`src/rtl/if_fetch_stage.sv`:
```
// Instruction-fetch stage: owns the fetch PC, keeps at most one memory read in flight,
// and buffers returned words in a 2-entry FIFO that presents one instruction per cycle to decode.
module if_fetch_stage #(
    parameter int                ADDR_W   = 32,
    parameter int                INSTR_W  = 32,
    parameter logic [ADDR_W-1:0] RESET_PC = '0
) (
    input  logic               clk,
    input  logic               rst,
    output logic               imem_req,
    output logic [ADDR_W-1:0]  imem_addr,
    input  logic               imem_valid,
    input  logic [INSTR_W-1:0] imem_rdata,
    input  logic               freeze,
    input  logic               branch_taken,
    input  logic [ADDR_W-1:0]  branch_addr,
    output logic               if_valid,
    output logic [ADDR_W-1:0]  if_pc,
    output logic [INSTR_W-1:0] if_instr
);

    logic [ADDR_W-1:0]  fetch_pc;
    logic [ADDR_W-1:0]  req_pc;
    logic               busy;
    logic               drop;
    logic [1:0]         count;
    logic [ADDR_W-1:0]  pc_q    [2];
    logic [INSTR_W-1:0] instr_q [2];

    logic [ADDR_W-1:0]  pc_n    [2];
    logic [INSTR_W-1:0] instr_n [2];
    logic               pop;
    logic               accept;
    logic [2:0]         base;
    logic [2:0]         occ;

    assign if_valid  = (count != 2'd0);
    assign pop       = if_valid & ~freeze & ~branch_taken;
    assign accept    = imem_valid & ~drop & ~branch_taken;
    assign base      = {1'b0, count} - {2'b00, pop};
    assign occ       = base + {2'b00, accept};

    // A new request is only issued when the buffer keeps a slot free for its response.
    assign imem_req  = rst & ~branch_taken & (~busy | imem_valid) & (occ < 3'd2);
    assign imem_addr = fetch_pc;

    assign if_pc     = if_valid ? pc_q[0]    : '0;
    assign if_instr  = if_valid ? instr_q[0] : '0;

    always_comb begin
        pc_n    = pc_q;
        instr_n = instr_q;
        if (pop) begin
            pc_n[0]    = pc_q[1];
            instr_n[0] = instr_q[1];
        end
        if (accept) begin
            if (base != 3'd0) begin
                pc_n[1]    = req_pc;
                instr_n[1] = imem_rdata;
            end else begin
                pc_n[0]    = req_pc;
                instr_n[0] = imem_rdata;
            end
        end
    end

    always_ff @(posedge clk or negedge rst) begin
        if (!rst) begin
            fetch_pc   <= RESET_PC;
            req_pc     <= '0;
            busy       <= 1'b0;
            drop       <= 1'b0;
            count      <= 2'd0;
            pc_q[0]    <= '0;
            pc_q[1]    <= '0;
            instr_q[0] <= '0;
            instr_q[1] <= '0;
        end else if (branch_taken) begin
            // Redirect wins: flush, retarget, and mark an in-flight read as stale.
            count    <= 2'd0;
            fetch_pc <= branch_addr;
            if (imem_valid) begin
                busy <= 1'b0;
                drop <= 1'b0;
            end else if (busy) begin
                drop <= 1'b1;
            end
        end else begin
            count   <= occ[1:0];
            pc_q    <= pc_n;
            instr_q <= instr_n;
            if (imem_req) begin
                fetch_pc <= fetch_pc + ADDR_W'(4);
                req_pc   <= fetch_pc;
                busy     <= 1'b1;
            end else if (imem_valid) begin
                busy <= 1'b0;
            end
            if (imem_valid && drop) begin
                drop <= 1'b0;
            end
        end
    end

endmodule

```
`config.mk`:
```
export PLATFORM = sky130hd
export DESIGN_NAME = if_fetch_stage
export DESIGN_NICKNAME = d
export VERILOG_FILES = /design/src/rtl/if_fetch_stage.sv
export SDC_FILE = /design/constraint.sdc
export NUM_CORES = 1
export LEC_CHECK = 0
export CORE_AREA = 10 10 177 113
export DETAILED_ROUTE_END_ITERATION = 10
export DIE_AREA = 0 0 187 123
export GPL_ROUTABILITY_DRIVEN = 1
export PLACE_DENSITY = 0.84
export SETUP_SLACK_MARGIN = 0.4
export SYNTH_ARGS = -nofsm -noshare
export SYNTH_HDL_FRONTEND = slang
export SYNTH_SLANG_ARGS = --single-unit
```
`constraint.sdc`:
```
create_clock -name clk -period 13.1 [get_ports clk]
set_clock_uncertainty 0.05 [all_clocks]
set_input_delay 2.62 -clock clk [delete_from_list [all_inputs] [get_ports clk]]
set_output_delay 2.62 -clock clk [all_outputs]
set_load 0.01 [all_outputs]
```
==> results.sh, run 1 <==
export IMPL_fillers=1211
export IMPL_drt_iter0_drc=737
export IMPL_max_slew_margin_rel=0.214
export IMPL_internal_power_w=0.00152
export IMPL_final_util=0.697
export IMPL_htree_levels=4
export IMPL_synth_flop_cell="dfrtp_1"
export IMPL_remaining_drc_errors=0
export IMPL_synthCells=901
export IMPL_yosysTopAreaCell="dfrtp_1"
export IMPL_grt_usage=0.214
export IMPL_gp_congestion=0.890
export IMPL_worst_pin_slew_ns=1.18
export IMPL_dp_slack_ns=3.45
export IMPL_path_delay_family="buffers and inverters"
export IMPL_grt_max_degree=123
export IMPL_clock_path_buffers=2
export IMPL_power_w=0.00222
export IMPL_fin_tns_setup_ns=0
export IMPL_post_cts_setup_buffers=0
export IMPL_cpMostUsedCell="ha_1"
export IMPL_power_switching_w=0.000705
export IMPL_max_freq_ghz=0.104
export IMPL_drtAntennaViolNets=0
export IMPL_cts_resized=0
export IMPL_synth_top_area_share=0.527
export IMPL_hpwl_um=16300
export IMPL_cts_num_sinks=196
export IMPL_ioPinCount=167
export IMPL_hold_class="reg2reg"
export IMPL_die_y_um=123
export IMPL_drt_pass1_iterations=6
export IMPL_synth_commonest_cells="dfrtp_1 (196), mux2_2 (98), nand2_1 (95)"
export IMPL_clkSlewWorstSetupHoldPaths_ns=0.07
export IMPL_rsz0062_at_grt="no"
export IMPL_power_frac_comb=0.305
export IMPL_yosysMostFrequentCell="dfrtp_1"
export IMPL_cts_buffers=17
export IMPL_cp_num_buf_inv=4
export IMPL_core_sq_um=16800
export IMPL_placementRows=37
export IMPL_ys_warn_count=0
export IMPL_routed_wl_um=24900
export IMPL_hold_violations=0
export IMPL_async_flop_share=1.00
export IMPL_cts_root_buf="clkbuf_16"
export IMPL_final_nets=1099
export IMPL_worstPathArrival_ns=6.98
export IMPL_synth_ff_latch_count=196
export IMPL_cpPeakStageDelay_ns=0.82
export IMPL_final_setup_viol_count=0
export IMPL_postCtsHoldBufs=0
export IMPL_cts_tree="done"
export IMPL_crit_path_start_kind="input pin"
export IMPL_antenna_found_initial=0
export IMPL_slowest_stage="clkdlybuf4s50_1"
export IMPL_syn_num_nets=975
export IMPL_p_seq_frac=0.464
export IMPL_vdd_drop_max_v=0.0000868
export IMPL_synthTopCellsByArea="dfrtp_1 (53%), mux2_2 (12%), nor2b_1 (4.8%)"
export IMPL_die_width_um=187
export IMPL_finalCritPeriodShare=0.737
export IMPL_area_growth_pct=25.4
export IMPL_grt_pass1_wl_um=40400
export IMPL_end_kind="primary output"
export IMPL_multiInputGateArea_sq_um=4130
export IMPL_syn_area_sq_um=9310
export IMPL_p_sw_frac=0.318
export IMPL_viasPerCell=5.94
export IMPL_setup_ws_ns=3.45
export IMPL_syn_avg_cell_area_sq_um=10.3
export IMPL_slew_viol_final=0
export IMPL_cp_max_fo=47
export IMPL_p_leak_nw=4.61
export IMPL_drt_wirelength_per_cell_um=19.6
export IMPL_num_vias=7551
export IMPL_fin_crit_ns=9.65
export IMPL_ys_types=45
export IMPL_synth_edf_count=0
export IMPL_p_per_area_nw_per_um2=190
export IMPL_ys_seq_area_frac=0.527
export IMPL_drive_gt1_frac=0.144
export IMPL_status="finished, final reports clean"
export IMPL_initial_utilization=0.556
export IMPL_path_cells="clkdlybuf4s50_1 -> or3_2 -> inv_2 -> ha_1 -> inv_1 -> ha_1 -> ha_1 -> nand2b_2 -> nor4_4 -> clkdlybuf4s50_1"
export IMPL_grt_pass1_vias=7534
export IMPL_die_area_sq_um=23000
export IMPL_path_class="in2out"
export IMPL_insertion_delay_ns=0.43
export IMPL_pwr_share_clk=0.232
export IMPL_diodes=0
export IMPL_portBuffers=166
export IMPL_grt_overflow_total=0
export IMPL_seq_area_sq_um=4900
export IMPL_cap_viol_max_count=0
export IMPL_worstPathRequired_ns=10.43
-- layout make-up --
class,count,area share
inverter,10,0.00321
clock buffer,19,0.0379
sequential,196,0.420
multi-input combinational,625,0.354
timing repair buffer,175,0.148
clock inverter,13,0.0122
tap,234,0.0251
-- registers in the layout, indices dropped and copies added (netlist names) --
| name | count |
|---|---|
| drop | 1 |
| count | 2 |
| instr_q | 64 |
| pc_q | 64 |
| busy | 1 |
| req_pc | 32 |
| imem_addr | 32 |
-- cells in the final DEF (no fill, tap or decap), types with 21 or more instances in the layout --
master	count
nor3_1	52
o31ai_1	56
o21ai_0	26
clkdlybuf4s50_1	164
nand2_1	95
nor2b_1	71
dfrtp_1	196
nor2_1	66
mux2_2	98
nand3_1	21
-- cell families (layout without fill, tap and decap cells) --
group	Yosys count	count (layout)	synth area share
xor+xnor	6	6	0.00564
simple gates	386	386	0.216
compound gates	128	128	0.0913
fa+ha+maj	5	5	0.00672
buf+inv	80	217	0.0334
mux	100	100	0.121
flops	196	196	0.527
-- per-stage QoR --
stage / hold WS [ns] / instance area [sq um] / std cells
2_1_floorplan: 0.413 / 9310 / 901
3_3_place_gp: 0.430 / 11100 / 1240
3_5_place_dp: 0.436 / 11100 / 1240
4_1_cts: 0.454 / 11700 / 1272
5_1_grt: 0.464 / 11700 / 1272
6_report: 0.450 / 11700 / 1272
-- path summary, 6_finish.rpt --
kind / start / end / slack (ns) / cells past startpoint
worst max-delay path: freeze / imem_req / 3.45 / 10
worst min-delay path: pc_q[27] / pc_q[27] / 0.45 / 1
worst max register to register: count[1] / imem_addr[16] / 7.83 / 12
worst min register to register: pc_q[27] / pc_q[27] / 0.45 / 1
max in group asynchronous: rst / instr_q[9] / 9.59 / 2
min in group asynchronous: rst / pc_q[16] / 2.07 / 1
-- metal layers --
metal / track usage / wire, um / vias up
li1: - / - / 3462
met1: 0.288 / 11000 / 3703
met2: 0.340 / 11300 / 343
met3: 0.0602 / 2150 / 43
met4: 0.0552 / 362 / 0
met5: 0 / 0 / -
-- power by group through the flow --
| stage | clock [W] | combinational, W | sequential [W] |
|---|---|---|---|
| CTS | 0.000521 | 0.000685 | 0.00103 |
| finish | 0.000514 | 0.000677 | 0.00103 |
| floorplan | 0 | 0.000444 | 0.000977 |
| detailed placement | 0 | 0.000682 | 0.00103 |
| global route | 0.000548 | 0.000743 | 0.00106 |
| global placement | 0 | 0.000657 | 0.00102 |
-- worst register-to-register path, delay by kind of cell, from the launching register on --
kind / cells / cell delay, ns
simple gates: 5 / 2.44
buf+inv: 3 / 1.22
fa+ha+maj: 3 / 0.83
flops: 1 / 0.47
compound gates: 1 / 0.18
(Power assumes the default switching activity.)
==> inputs of run 2 (changes only) <==
--- a/config.mk
+++ b/config.mk
@@ -5,11 +5,11 @@
 export SDC_FILE = /design/constraint.sdc
 export NUM_CORES = 1
 export LEC_CHECK = 0
-export CORE_AREA = 10 10 177 113
+export CORE_AREA = 10 10 191 121
 export DETAILED_ROUTE_END_ITERATION = 10
-export DIE_AREA = 0 0 187 123
+export DIE_AREA = 0 0 201 131
 export GPL_ROUTABILITY_DRIVEN = 1
-export PLACE_DENSITY = 0.84
+export PLACE_DENSITY = 0.76
 export SETUP_SLACK_MARGIN = 0.4
 export SYNTH_ARGS = -nofsm -noshare
 export SYNTH_HDL_FRONTEND = slang
==> constraint.sdc (replaced) <==
create_clock -name clk -period 8.75 [get_ports clk]
set_clock_uncertainty 0.05 [all_clocks]
set_input_delay 1.75 -clock clk [delete_from_list [all_inputs] [get_ports clk]]
set_output_delay 1.75 -clock clk [all_outputs]
set_load 0.01 [all_outputs]
==> results.sh, run 2 (synthesized netlist as in run 1, its figures left out) <==
export IMPL_final_setup_viol_count=0
export IMPL_cts_buffers=17
export IMPL_holdCritStartpoint="req_pc[12]"
export IMPL_grt_usage=0.195
export IMPL_power_frac_comb=0.307
export IMPL_cts_root_buf="clkbuf_16"
export IMPL_fin_area_sq_um=11700
export IMPL_place_area_sq_um=11100
export IMPL_status="finished, final reports clean"
export IMPL_grt_pass1_vias=7491
export IMPL_hpwl_um=16700
export IMPL_core_sq_um=19700
export IMPL_max_freq_ghz=0.139
export IMPL_htree_levels=4
export IMPL_slew_viol_final=0
export IMPL_num_vias=7384
export IMPL_end_kind="primary output"
export IMPL_final_nets=1099
export IMPL_slowest_stage="clkdlybuf4s50_1"
export IMPL_drive_gt1_frac=0.141
export IMPL_die_area_sq_um=26300
export IMPL_gp_congestion=0.859
export IMPL_grt_max_degree=89
export IMPL_antenna_found_initial=1
export IMPL_cpMostUsedCell="ha_1"
export IMPL_cpPeakStageDelay_ns=0.89
export IMPL_pwr_share_clk=0.231
export IMPL_path_cells="clkdlybuf4s50_1 -> or3_2 -> inv_2 -> ha_1 -> inv_1 -> ha_1 -> ha_1 -> nand2b_2 -> nor4_4 -> clkdlybuf4s50_1"
export IMPL_drt_iter0_drc=599
export IMPL_hold_violations=0
export IMPL_reg_top3="instr_q x64, pc_q x64"
export IMPL_rsz0062_at_grt="no"
export IMPL_routed_wl_um=25300
export IMPL_fin_crit_ns=7.21
export IMPL_multiInputGateArea_sq_um=4130
export IMPL_insertion_delay_ns=0.43
export IMPL_max_slew_margin_rel=0.337
export IMPL_die_y_um=131
export IMPL_p_per_area_nw_per_um2=282
export IMPL_critPathLaunch="freeze"
export IMPL_fin_tns_setup_ns=0
export IMPL_seq_area_sq_um=4900
export IMPL_clkSlewWorstSetupHoldPaths_ns=0.07
export IMPL_worst_pin_slew_ns=0.993
export IMPL_postCtsHoldBufs=0
export IMPL_worstPathArrival_ns=5.41
export IMPL_internal_power_w=0.00228
export IMPL_cts_tree="done"
export IMPL_post_cts_setup_buffers=0
export IMPL_clock_path_buffers=2
export IMPL_drt_pass1_iterations=5
export IMPL_cts_num_sinks=196
export IMPL_mostFrequentLayoutCells="dfrtp_1 (196), clkdlybuf4s50_1 (164), mux2_2 (98)"
export IMPL_worstPathRequired_ns=6.95
export IMPL_drtAntennaViolNets=0
export IMPL_power_switching_w=0.00102
export IMPL_p_sw_frac=0.309
export IMPL_path_delay_family="buffers and inverters"
export IMPL_finalCritPeriodShare=0.824
export IMPL_portBuffers=166
export IMPL_die_width_um=201
export IMPL_placementRows=40
export IMPL_p_leak_nw=4.61
export IMPL_drt_wirelength_per_cell_um=19.3
export IMPL_final_common_cell="dfrtp_1"
export IMPL_cap_viol_max_count=0
export IMPL_viasPerCell=5.64
export IMPL_cts_resized=0
export IMPL_grt_pass1_wl_um=41100
export IMPL_fillers=1690
export IMPL_crit_path_start_kind="input pin"
export IMPL_path_class="in2out"
export IMPL_ioPinCount=167
export IMPL_cp_max_fo=18
export IMPL_vdd_drop_max_v=0.000151
export IMPL_hold_class="reg2reg"
export IMPL_grt_overflow_total=0
export IMPL_p_seq_frac=0.462
export IMPL_area_growth_pct=25.7
export IMPL_worstReg2RegStart="count[1]"
export IMPL_cp_num_buf_inv=4
export IMPL_remaining_drc_errors=0
export IMPL_initial_utilization=0.474
[run 2: cell count changes in the layout (fill, tap and decap cells not counted), moves of 2 or more]
cell,before,now
clkinv_2,1,5
inv_8,2,0
clkinv_4,4,2
inv_6,3,0
[run 2: through the flow]
stage	worst slack [ns]	power (W)	util	cells	hold WS [ns]
2_1_floorplan	2.48	0.00213	-	901	0.413
3_3_place_gp	1.66	0.00252	0.567	1279	0.429
3_5_place_dp	1.59	0.00257	0.567	1279	0.435
4_1_cts	1.59	0.00334	0.595	1309	0.452
5_1_grt	1.42	0.00353	0.595	1309	0.459
6_report	1.54	0.00330	0.595	1310	0.448
[run 2: power by group through the flow]
stage | registers, W | clock network (W) | logic [W]
after floorplan | 0.00146 | 0 | 0.000665
after global placement | 0.00152 | 0 | 0.000998
after detailed placement | 0.00154 | 0 | 0.00103
after CTS | 0.00153 | 0.000780 | 0.00103
after global routing | 0.00158 | 0.000821 | 0.00113
final | 0.00153 | 0.000764 | 0.00101
[run 2: final cells by class]
| class | count | area share |
|---|---|---|
| flip-flops and latches | 196 | 0.419 |
| clock inverters | 10 | 0.00941 |
| repair buffers | 175 | 0.148 |
| well taps | 273 | 0.0292 |
| diodes | 1 | 0.000214 |
| multi-input cells | 625 | 0.353 |
| clock buffers | 20 | 0.0382 |
| inverters | 10 | 0.00321 |
[run 2: metal layers]
metal	global-route usage	wire, um
met1	0.262	11900
met2	0.301	11300
met3	0.0625	1890
met4	0.0474	213
met5	0	0
[run 2: worst paths after layout]
check	endpoint	slack (ns)	cells after the start
max	imem_req	1.54	10
min reg2reg	pc_q[44]	0.45	2
max in group asynchronous	instr_q[55]	6.00	2
min	pc_q[44]	0.45	2
max reg2reg	imem_addr[14]	4.82	11
min in group asynchronous	pc_q[46]	1.26	1
[run 2: worst register-to-register path: cells and delay by family, from the launching register on]
family,cells,cell delay [ns]
buf+inv,2,0.20
simple gates,5,2.30
compound gates,1,0.18
flops,1,0.47
fa+ha+maj,3,0.65
